===== src/rtl/cpu_pkg.sv =====
// Shared constants for the fetch front end: instruction field widths and flow-control opcodes.
package cpu_pkg;

  localparam int OPCODE_W      = 5;
  localparam int ADDR_W        = 16;
  localparam int ROM_WIDTH_DEF = OPCODE_W + ADDR_W;

  localparam logic [OPCODE_W-1:0] OP_JMP  = 5'b01001;
  localparam logic [OPCODE_W-1:0] OP_JZ   = 5'b01010;
  localparam logic [OPCODE_W-1:0] OP_CALL = 5'b01101;
  localparam logic [OPCODE_W-1:0] OP_RET  = 5'b10001;

  function automatic logic is_flow_op(input logic [OPCODE_W-1:0] op);
    return (op == OP_JMP) || (op == OP_JZ) || (op == OP_CALL) || (op == OP_RET);
  endfunction

endpackage


===== src/rtl/ret_stack.sv =====
// Return-address stack: the pointer resets, the storage does not.
module ret_stack
  import cpu_pkg::*;
#(
  parameter int DEPTH  = 8,
  parameter int DATA_W = ADDR_W
) (
  input  logic              clk,
  input  logic              rst_n,
  input  logic              push,
  input  logic              pop,
  input  logic [DATA_W-1:0] push_data,
  output logic [DATA_W-1:0] top,
  output logic              full,
  output logic              empty
);

  localparam int PTR_W = $clog2(DEPTH + 1);
  localparam int IDX_W = (DEPTH > 1) ? $clog2(DEPTH) : 1;
  localparam logic [PTR_W-1:0] FULL_LVL = PTR_W'(DEPTH);

  logic [DATA_W-1:0] mem_q [DEPTH];
  logic [PTR_W-1:0]  sp_q, sp_d;
  logic [PTR_W-1:0]  sp_dec;
  logic              do_push, do_pop;

  assign full    = (sp_q == FULL_LVL);
  assign empty   = (sp_q == '0);
  assign do_push = push && !full;
  assign do_pop  = pop && !empty;
  assign sp_dec  = sp_q - PTR_W'(1);
  assign top     = mem_q[IDX_W'(sp_dec)];

  always_comb begin
    sp_d = sp_q;
    if (do_push)     sp_d = sp_q + PTR_W'(1);
    else if (do_pop) sp_d = sp_dec;
  end

  always_ff @(posedge clk or negedge rst_n) begin
    if (!rst_n) sp_q <= '0;
    else        sp_q <= sp_d;
  end

  always_ff @(posedge clk) begin
    if (do_push) mem_q[IDX_W'(sp_q)] <= push_data;
  end

endmodule


===== src/rtl/fetch_sequencer.sv =====
// Instruction fetch/sequencing: issues data instructions, executes JMP/JZ/CALL/RET internally.
module fetch_sequencer
  import cpu_pkg::*;
#(
  parameter int ROM_WIDTH   = ROM_WIDTH_DEF,
  parameter int STACK_DEPTH = 8
) (
  input  logic                 clk,
  input  logic                 rst_n,
  input  logic                 stall,
  input  logic                 zero_flag,
  output logic [ADDR_W-1:0]    rom_addr,
  input  logic [ROM_WIDTH-1:0] rom_data,
  output logic [ROM_WIDTH-1:0] instr,
  output logic                 instr_valid,
  output logic                 halted,
  output logic                 fault
);

  typedef enum logic [1:0] {
    ST_RUN     = 2'd0,
    ST_JZ_WAIT = 2'd1,
    ST_HALT    = 2'd2,
    ST_FAULT   = 2'd3
  } state_e;

  state_e               state_q, state_d;
  logic [ADDR_W-1:0]    pc_q, pc_d, pc_inc;
  logic [ROM_WIDTH-1:0] instr_q, instr_d;
  logic                 instr_valid_q, instr_valid_d;
  logic                 halted_q, halted_d;
  logic                 fault_q, fault_d;

  logic [OPCODE_W-1:0]  opcode;
  logic [ADDR_W-1:0]    operand;
  logic                 stk_push, stk_pop, stk_full, stk_empty;
  logic [ADDR_W-1:0]    stk_top;

  assign opcode      = rom_data[ADDR_W +: OPCODE_W];
  assign operand     = rom_data[ADDR_W-1:0];
  assign pc_inc      = pc_q + ADDR_W'(1);

  assign rom_addr    = pc_q;
  assign instr       = instr_q;
  assign instr_valid = instr_valid_q;
  assign halted      = halted_q;
  assign fault       = fault_q;

  ret_stack #(
    .DEPTH  (STACK_DEPTH),
    .DATA_W (ADDR_W)
  ) u_stack (
    .clk       (clk),
    .rst_n     (rst_n),
    .push      (stk_push),
    .pop       (stk_pop),
    .push_data (pc_inc),
    .top       (stk_top),
    .full      (stk_full),
    .empty     (stk_empty)
  );

  always_comb begin
    state_d       = state_q;
    pc_d          = pc_q;
    instr_d       = instr_q;
    instr_valid_d = instr_valid_q;
    halted_d      = halted_q;
    fault_d       = fault_q;
    stk_push      = 1'b0;
    stk_pop       = 1'b0;

    if (!stall) begin
      instr_valid_d = 1'b0;
      case (state_q)
        ST_RUN: begin
          if (!is_flow_op(opcode)) begin
            instr_d       = rom_data;
            instr_valid_d = 1'b1;
            pc_d          = pc_inc;
          end else if (opcode == OP_JMP) begin
            // A jump to itself is the program's way of saying "stop".
            if (operand == pc_q) begin
              state_d  = ST_HALT;
              halted_d = 1'b1;
            end else begin
              pc_d = operand;
            end
          end else if (opcode == OP_JZ) begin
            // zero_flag is stale while the previous instruction is still executing.
            if (instr_valid_q) state_d = ST_JZ_WAIT;
            else               pc_d    = zero_flag ? operand : pc_inc;
          end else if (opcode == OP_CALL) begin
            if (stk_full) begin
              state_d = ST_FAULT;
              fault_d = 1'b1;
            end else begin
              stk_push = 1'b1;
              pc_d     = operand;
            end
          end else begin
            if (stk_empty) begin
              state_d = ST_FAULT;
              fault_d = 1'b1;
            end else begin
              stk_pop = 1'b1;
              pc_d    = stk_top;
            end
          end
        end
        ST_JZ_WAIT: begin
          pc_d    = zero_flag ? operand : pc_inc;
          state_d = ST_RUN;
        end
        default: ;
      endcase
    end
  end

  always_ff @(posedge clk or negedge rst_n) begin
    if (!rst_n) begin
      state_q       <= ST_RUN;
      pc_q          <= '0;
      instr_q       <= '0;
      instr_valid_q <= 1'b0;
      halted_q      <= 1'b0;
      fault_q       <= 1'b0;
    end else begin
      state_q       <= state_d;
      pc_q          <= pc_d;
      instr_q       <= instr_d;
      instr_valid_q <= instr_valid_d;
      halted_q      <= halted_d;
      fault_q       <= fault_d;
    end
  end

endmodule


===== config.mk =====
export PLATFORM = sky130hd
export DESIGN_NAME = fetch_sequencer
export DESIGN_NICKNAME = d
export VERILOG_FILES = /design/src/rtl/cpu_pkg.sv /design/src/rtl/ret_stack.sv /design/src/rtl/fetch_sequencer.sv
export SDC_FILE = /design/constraint.sdc
export NUM_CORES = 1
export LEC_CHECK = 0
export CORE_MARGIN = 10
export CORE_UTILIZATION = 41
export DETAILED_ROUTE_END_ITERATION = 12
export PLACE_DENSITY = 0.56
export SLEW_MARGIN = 20
export SYNTH_ARGS = -nofsm -noshare
export SYNTH_HDL_FRONTEND = slang
export SYNTH_SLANG_ARGS = --single-unit

===== constraint.sdc =====
create_clock -name clk -period 8.53 [get_ports clk]
set_input_delay 1.2795 -clock clk [delete_from_list [all_inputs] [get_ports clk]]
set_output_delay 1.2795 -clock clk [all_outputs]
set_load 0.01 [all_outputs]

# Word-level counts from Yosys, hierarchy flattened
# Memories as Yosys holds them, arrays and structs flattened.
# Cells that the tools add are included.
[totals] memories=1 ff_bits=46 mem_bits_rw=128 inputBits=25 wordCells=91
[memory_table] name="u_stack.mem_q" depth=8 word_bits=16 rd=1 rd_ports_with_merged_regs=0 write_ports=1 line="ret_stack.sv:22" source="logic [DATA_W-1:0] mem_q [DEPTH];"
[op_classes] addsub=3 bitwise=4 n_eq_ne=17 n_reduce_logical=17 mux=42
[op_table] cell="$mux 16" count=9
[op_table] cell="$pmux 16 s2" count=1
[op_table] cell="$mux 1" count=21
[op_table] cell="$add 16x1->16 const B" count=1
[op_table] cell="$eq 16x16->1" count=1
[op_table] cell="$mux 2" count=8
[op_table] cell="$eq 5x4->1 const B" count=3
[op_table] cell="$reduce_and 7->1" count=2
[op_table] cell="$ne 6x6->1 const B" count=2
[op_table] cell="$ne 5x4->1 const B" count=2
[op_table] cell="$mux 4" count=2
[op_table] cell="$ne 4x4->1 const B" count=2
[op_table] cell="$reduce_and 6->1" count=1
[op_table] cell="$reduce_bool 2->1" count=3
[op_table] cell="$eq 5x5->1 const B" count=1
[op_table] cell="$ne 5x5->1 const B" count=1
[op_table] cell="$reduce_and 5->1" count=1
[op_table] cell="$add 4x1->4 const B" count=1
[op_table] cell="$eq 4x4->1 const B" count=1
[op_table] cell="$logic_not 4->1" count=1
[op_table] cell="$not 1->1" count=4
[op_table] cell="$pmux 2 s2" count=1
[op_table] cell="$sub 4x1->4 const B" count=1
[op_table] cell="$logic_or 1x1->1" count=3
[op_table] cell="8 further kinds" count=10

# Logic depth before layout (Yosys ltp)
[logic_depth] depth_word=11 ltp_mapped=13 mapped_depth_nobuf=9

# By module
# Synthesis repeated with hierarchy kept, for this count alone.
[unflattened] hier_cells=587 hier_area_um2=8401.8
[modules_own_cells] module="ret_stack" cells_each=240 instances=1 seq_area_each_um2=3943.8 area_each_um2=5293.8
[modules_own_cells] module="fetch_sequencer" cells_each=347 instances=1 seq_area_each_um2=1051.0 area_each_um2=3108.0

# Worst setup path before layout
# No wires, ideal clock.
[synth_path] path_type="input-to-reg" start="input rom_data[17]" end="memory u_stack.mem_q[2][0] (netlist bit), enable pin" n_path_buf=1 setup_ns=0.409 setup_slack_ns=4.626 required_time_ns=8.121 path_stages=6 arrival_ns=3.494 cell_sequence="and4bb_2 > clkbuf_8 > o211ai_1 > nor4_1 > nand2_1 > nor3_1"
[synth_between] elab_chain_cells=10
[synth_lines] element="start: declaration" line="fetch_sequencer.sv:13" source="input logic [ROM_WIDTH-1:0] rom_data,"
[synth_lines] element="$eq 5x4->1, on equally long branches"
[synth_lines] element="$mux 1 or $logic_or 1x1->1 (tied branches)" line="fetch_sequencer.sv:93, cpu_pkg.sv:14"
[synth_lines] element="$mux 1 or $logic_or 1x1->1 (tied branches)" line="fetch_sequencer.sv:89, cpu_pkg.sv:14"
[synth_lines] element="$mux 1 or $logic_or 1x1->1 (tied branches)" line="fetch_sequencer.sv:81, cpu_pkg.sv:14"
[synth_lines] element="$mux 1 (*)" line="fetch_sequencer.sv:77" source="if (!is_flow_op(opcode)) begin"
[synth_lines] element="$mux 1 (*)" line="fetch_sequencer.sv:75" source="case (state_q)"
[synth_lines] element="$mux 1 (*)" line="fetch_sequencer.sv:73" source="if (!stall) begin"
[synth_lines] element="$logic_and 1x1->1 (*)" line="ret_stack.sv:29" source="assign do_push = push && !full;"
[synth_lines] element="$mux 1 (*)" line="ret_stack.sv:46" source="if (do_push) mem_q[IDX_W'(sp_q)] <= push_data;"
[synth_lines] element="$mux 1 (implied by the code) (*)" line="ret_stack.sv:46"
[synth_lines] element="end: declaration" line="ret_stack.sv:22"
# Mark *: on every way between the ends. The rest lies on a longest branch, timed or not.

# Worst setup path in the final report
[layout_path] start="input rom_data[18]" end="register pc_q[9] (netlist: rom_addr[9])"
[layout_between] elab_chain_cells=6
[layout_lines] element="$eq 5x4->1, on equally long branches"
[layout_lines] element="$mux 16 or $logic_or 1x1->1 (tied branches)" line="fetch_sequencer.sv:93, cpu_pkg.sv:14"
[layout_lines] element="$mux 16 or $logic_or 1x1->1 (tied branches)" line="fetch_sequencer.sv:89, cpu_pkg.sv:14"
[layout_lines] element="$mux 16 or $logic_or 1x1->1 (tied branches)" line="fetch_sequencer.sv:81, cpu_pkg.sv:14"
[layout_lines] element="$mux 16 (tied with other cells)" line="fetch_sequencer.sv:77"
[layout_lines] element="$pmux 16 s2 or $reduce_and 6->1 (tied branches)"
[layout_lines] element="end signal: assignment" line="fetch_sequencer.sv:130" source="pc_q <= pc_d;"
[layout_lines] element="end: declaration" line="fetch_sequencer.sv:28" source="logic [ADDR_W-1:0] pc_q, pc_d, pc_inc;"
# Several ways; a longest one is shown, not always the timed one.
# A chain may end at the register's enable or synchronous reset.

==> flow_summary.json <==
{
  "grt_max_degree": 47,
  "clkPwrFrac_pct": 23.1,
  "synth.yosys.seq_area_share_pct": 60.3,
  "ctsRootBufferMaster": "clkbuf_16",
  "syn_inst": 604,
  "min-delay-start": "halted",
  "drt_iter0_drc": 458,
  "n_antenna_cell": 0,
  "numClockSinks": 174,
  "arrival_ps": 4190,
  "fin_tns_setup_ps": 0,
  "power_density_nw_per_um2": 351,
  "tightest_slew_ps": 1140,
  "cts_tree": "yes",
  "ctsHoldBuffers": 0,
  "dp_hpwl_um": 15400,
  "internal-power_mw": 2.14,
  "ys_seq_elements": 174,
  "syn_nets": 633,
  "synthFlopType": "edfxtp_1",
  "rsz0062_at_grt": "no",
  "start_util_pct": 42.2,
  "htreeDepth": 4,
  "cts_buffers": 17,
  "area_delta_synth_final_pct": 17.4,
  "synthTopCellsByArea": "edfxtp_1 (46%), dfrtp_1 (14%), mux4_2 (7.6%), xor2_1 (2.7%), mux2_2 (2.6%)",
  "pre_cts_ws_ps": 4240,
  "via_per_inst": 5.86,
  "period_needed_ps": 3860,
  "setup.worst_path.end_class": "flip-flop",
  "power.leakage_nw": 3.38,
  "ir_drop_mv": 0.153,
  "clk_path_buf_depth": 2,
  "synth_cell_type_count": 60,
  "r2r-start": "u_stack.sp_q[0]",
  "yosys_warnings": 0,
  "setup_viol_count_final": 0,
  "syn_area_um2": 8280,
  "async_flop_share_pct": 26.4,
  "p_switching_mw": 1.28,
  "mostFrequentLayoutCells": "edfxtp_1 (128), clkdlybuf4s50_1 (63), nand2_1 (46), dfrtp_1 (45), nor2_1 (34)",
  "overflow": 0,
  "final_common_cell": "edfxtp_1",
  "drc": 0,
  "slew_viol_final": 0,
  "synth-edff-count": 128,
  "combPwrFrac_pct": 40.0,
  "ant_nets": 0,
  "skew_ps": 13.5,
  "wl_per_cell_um": 24.2,
  "finalCritPeriodShare_pct": 45.3,
  "hold_class": "flip-flop to flip-flop",
  "relSlewSlack_pct": 23.9,
  "wl_um": 22800,
  "syn_avg_cell_area_um2": 13.7,
  "path_class": "primary input to flip-flop",
  "finalWorstSetupSlack_ps": 4670,
  "worstSkewPairLatency_ps": 430,
  "gp_congestion": 0.933,
  "grt_pass1_wl_um": 34700,
  "dr_total_vias": 5522,
  "track_usage_pct": 17.5,
  "io_pins": 65,
  "dieWidth_um": 162,
  "yosys.area.top_type_share_pct": 46.4,
  "sw_frac_of_total_pct": 37.5,
  "outcome": "finished clean",
  "cp.required_ps": 8850,
  "rows": 51,
  "core_um2": 19700,
  "cts_resized": 0,
  "hold_viol_final": 0,
  "clk_pin_slew_worst_paths_ps": 70,
  "dieArea_um2": 26300,
  "layout.nets": 693,
  "startpoint_type": "primary input",
  "path_max_fanout": 32,
  "detail_route.first_pass.iterations": 5,
  "yosysTopAreaCell": "edfxtp_1",
  "die_h_um": 162,
  "antenna_found_initial": 0,
  "cts_setup_buffers": 0,
  "nFillCells": 1802,
  "grt_pass1_vias": 5562,
  "drv_cap": 0,
  "drive_above_1_share_pct": 17.3,
  "crit_start": "rom_data[18]",
  "portBuffers": 64,
  "max_freq_mhz": 259,
  "seqPwrFrac_pct": 36.9
}
## worst max-delay path, cell delays in order
cell	delay, ps
clkdlybuf4s50_1	680
or3b_1	380
a21oi_1	120
buf_4	210
nor2_1	150
buf_4	260
nor3_4	60
a2111oi_4	340
buf_4	380
nor2b_1	80
a41o_2	230
## power by group through the flow
| stage | Combinational, mW | Clock [mW] | Sequential [mW] |
|---|---|---|---|
| 6_report | 1.37 | 0.789 | 1.26 |
| 5_1_grt | 1.47 | 0.841 | 1.28 |
| 2_1_floorplan | 0.885 | 0 | 1.25 |
| 3_3_place_gp | 1.35 | 0 | 1.27 |
| 3_5_place_dp | 1.37 | 0 | 1.28 |
| 4_1_cts | 1.38 | 0.805 | 1.26 |
## cell usage after synthesis (5+ instances only)
library cell and n:
o211ai_1 9, clkbuf_1 15, buf_2 9, xnor2_1 11
nand2b_1 7, nand4_1 5, o21ai_0 31, a21oi_1 25
o221ai_1 7, dfrtp_1 46, a31oi_1 6, mux4_2 28
nor2_1 34, mux2i_1 18, a211oi_1 6, nor4_1 11
inv_1 15, nor3_1 8, nor2b_1 8, xor2_1 26
clkbuf_8 6, nand3_1 12, a221oi_1 5, edfxtp_1 128
nand2_1 46, mux2_2 19
## worst paths after layout
kind                                   end  slack, ps  cells past startpoint
setup / recovery               rom_addr[9]       4670                     11
setup reg to reg               rom_addr[7]       4880                     10
max in group asynchronous  u_stack.sp_q[0]       7190                      1
min in group asynchronous         instr[8]        880                      1
hold / removal                      halted        480                      1
hold reg to reg                     halted        480                      1
## kinds of logic (layout without fill, tap and decap cells)
kind of cell               after synthesis  in the layout  synth area share, %
adders and majority gates                4              4                0.604
AOI/OAI and AO/OA                      121            121                 9.95
buffers and inverters                   56            129                 4.09
and+or+nand+nor                        147            147                 8.78
DFF                                    174            174                 60.3
muxes                                   65             65                 12.4
xor gates and xnor gates                37             37                 3.91
## final cells by class
cell class | count | area [µm²] | area share [%]
Clock buffer | 18 | 429 | 4.41
Clock inverter | 14 | 168 | 1.72
Inverter | 15 | 56.3 | 0.579
Multi-Input combinational cell | 374 | 2970 | 30.6
Sequential cell | 174 | 5000 | 51.4
Tap cell | 265 | 332 | 3.41
Timing Repair Buffer | 82 | 773 | 7.95
## flip-flops by register name, indices dropped and copies added (netlist names)
signal,count
halted,1
instr_valid,1
state_q,2
u_stack.mem_q,128
fault,1
instr,21
u_stack.sp_q,4
rom_addr,16
## through the flow
step                      hold WS, ps  instance area [µm²]  power, mW  util (%)  cells
final                             477                 9730       3.42      49.5    942
after detailed placement          473                 9130       2.65      46.4    910
after floorplan                   486                 8280       2.13         -    604
after CTS                         492                 9730       3.44      49.5    942
after global routing              498                 9730       3.59      49.5    942
after global placement            451                 9130       2.62      46.4    910
## routing by layer
layer / global-route usage, % / vias to the layer above / part of all wire [%] / wire [µm]
met5: 0 / - / 0 / 0
met1: 23.1 / 2824 / 42 / 9580
met4: 5.13 / 0 / 1.5 / 336
li1: - / 2431 / - / -
met3: 4.10 / 24 / 6.7 / 1540
met2: 28.0 / 243 / 50 / 11400
Power figures use the tool's default switching activity.
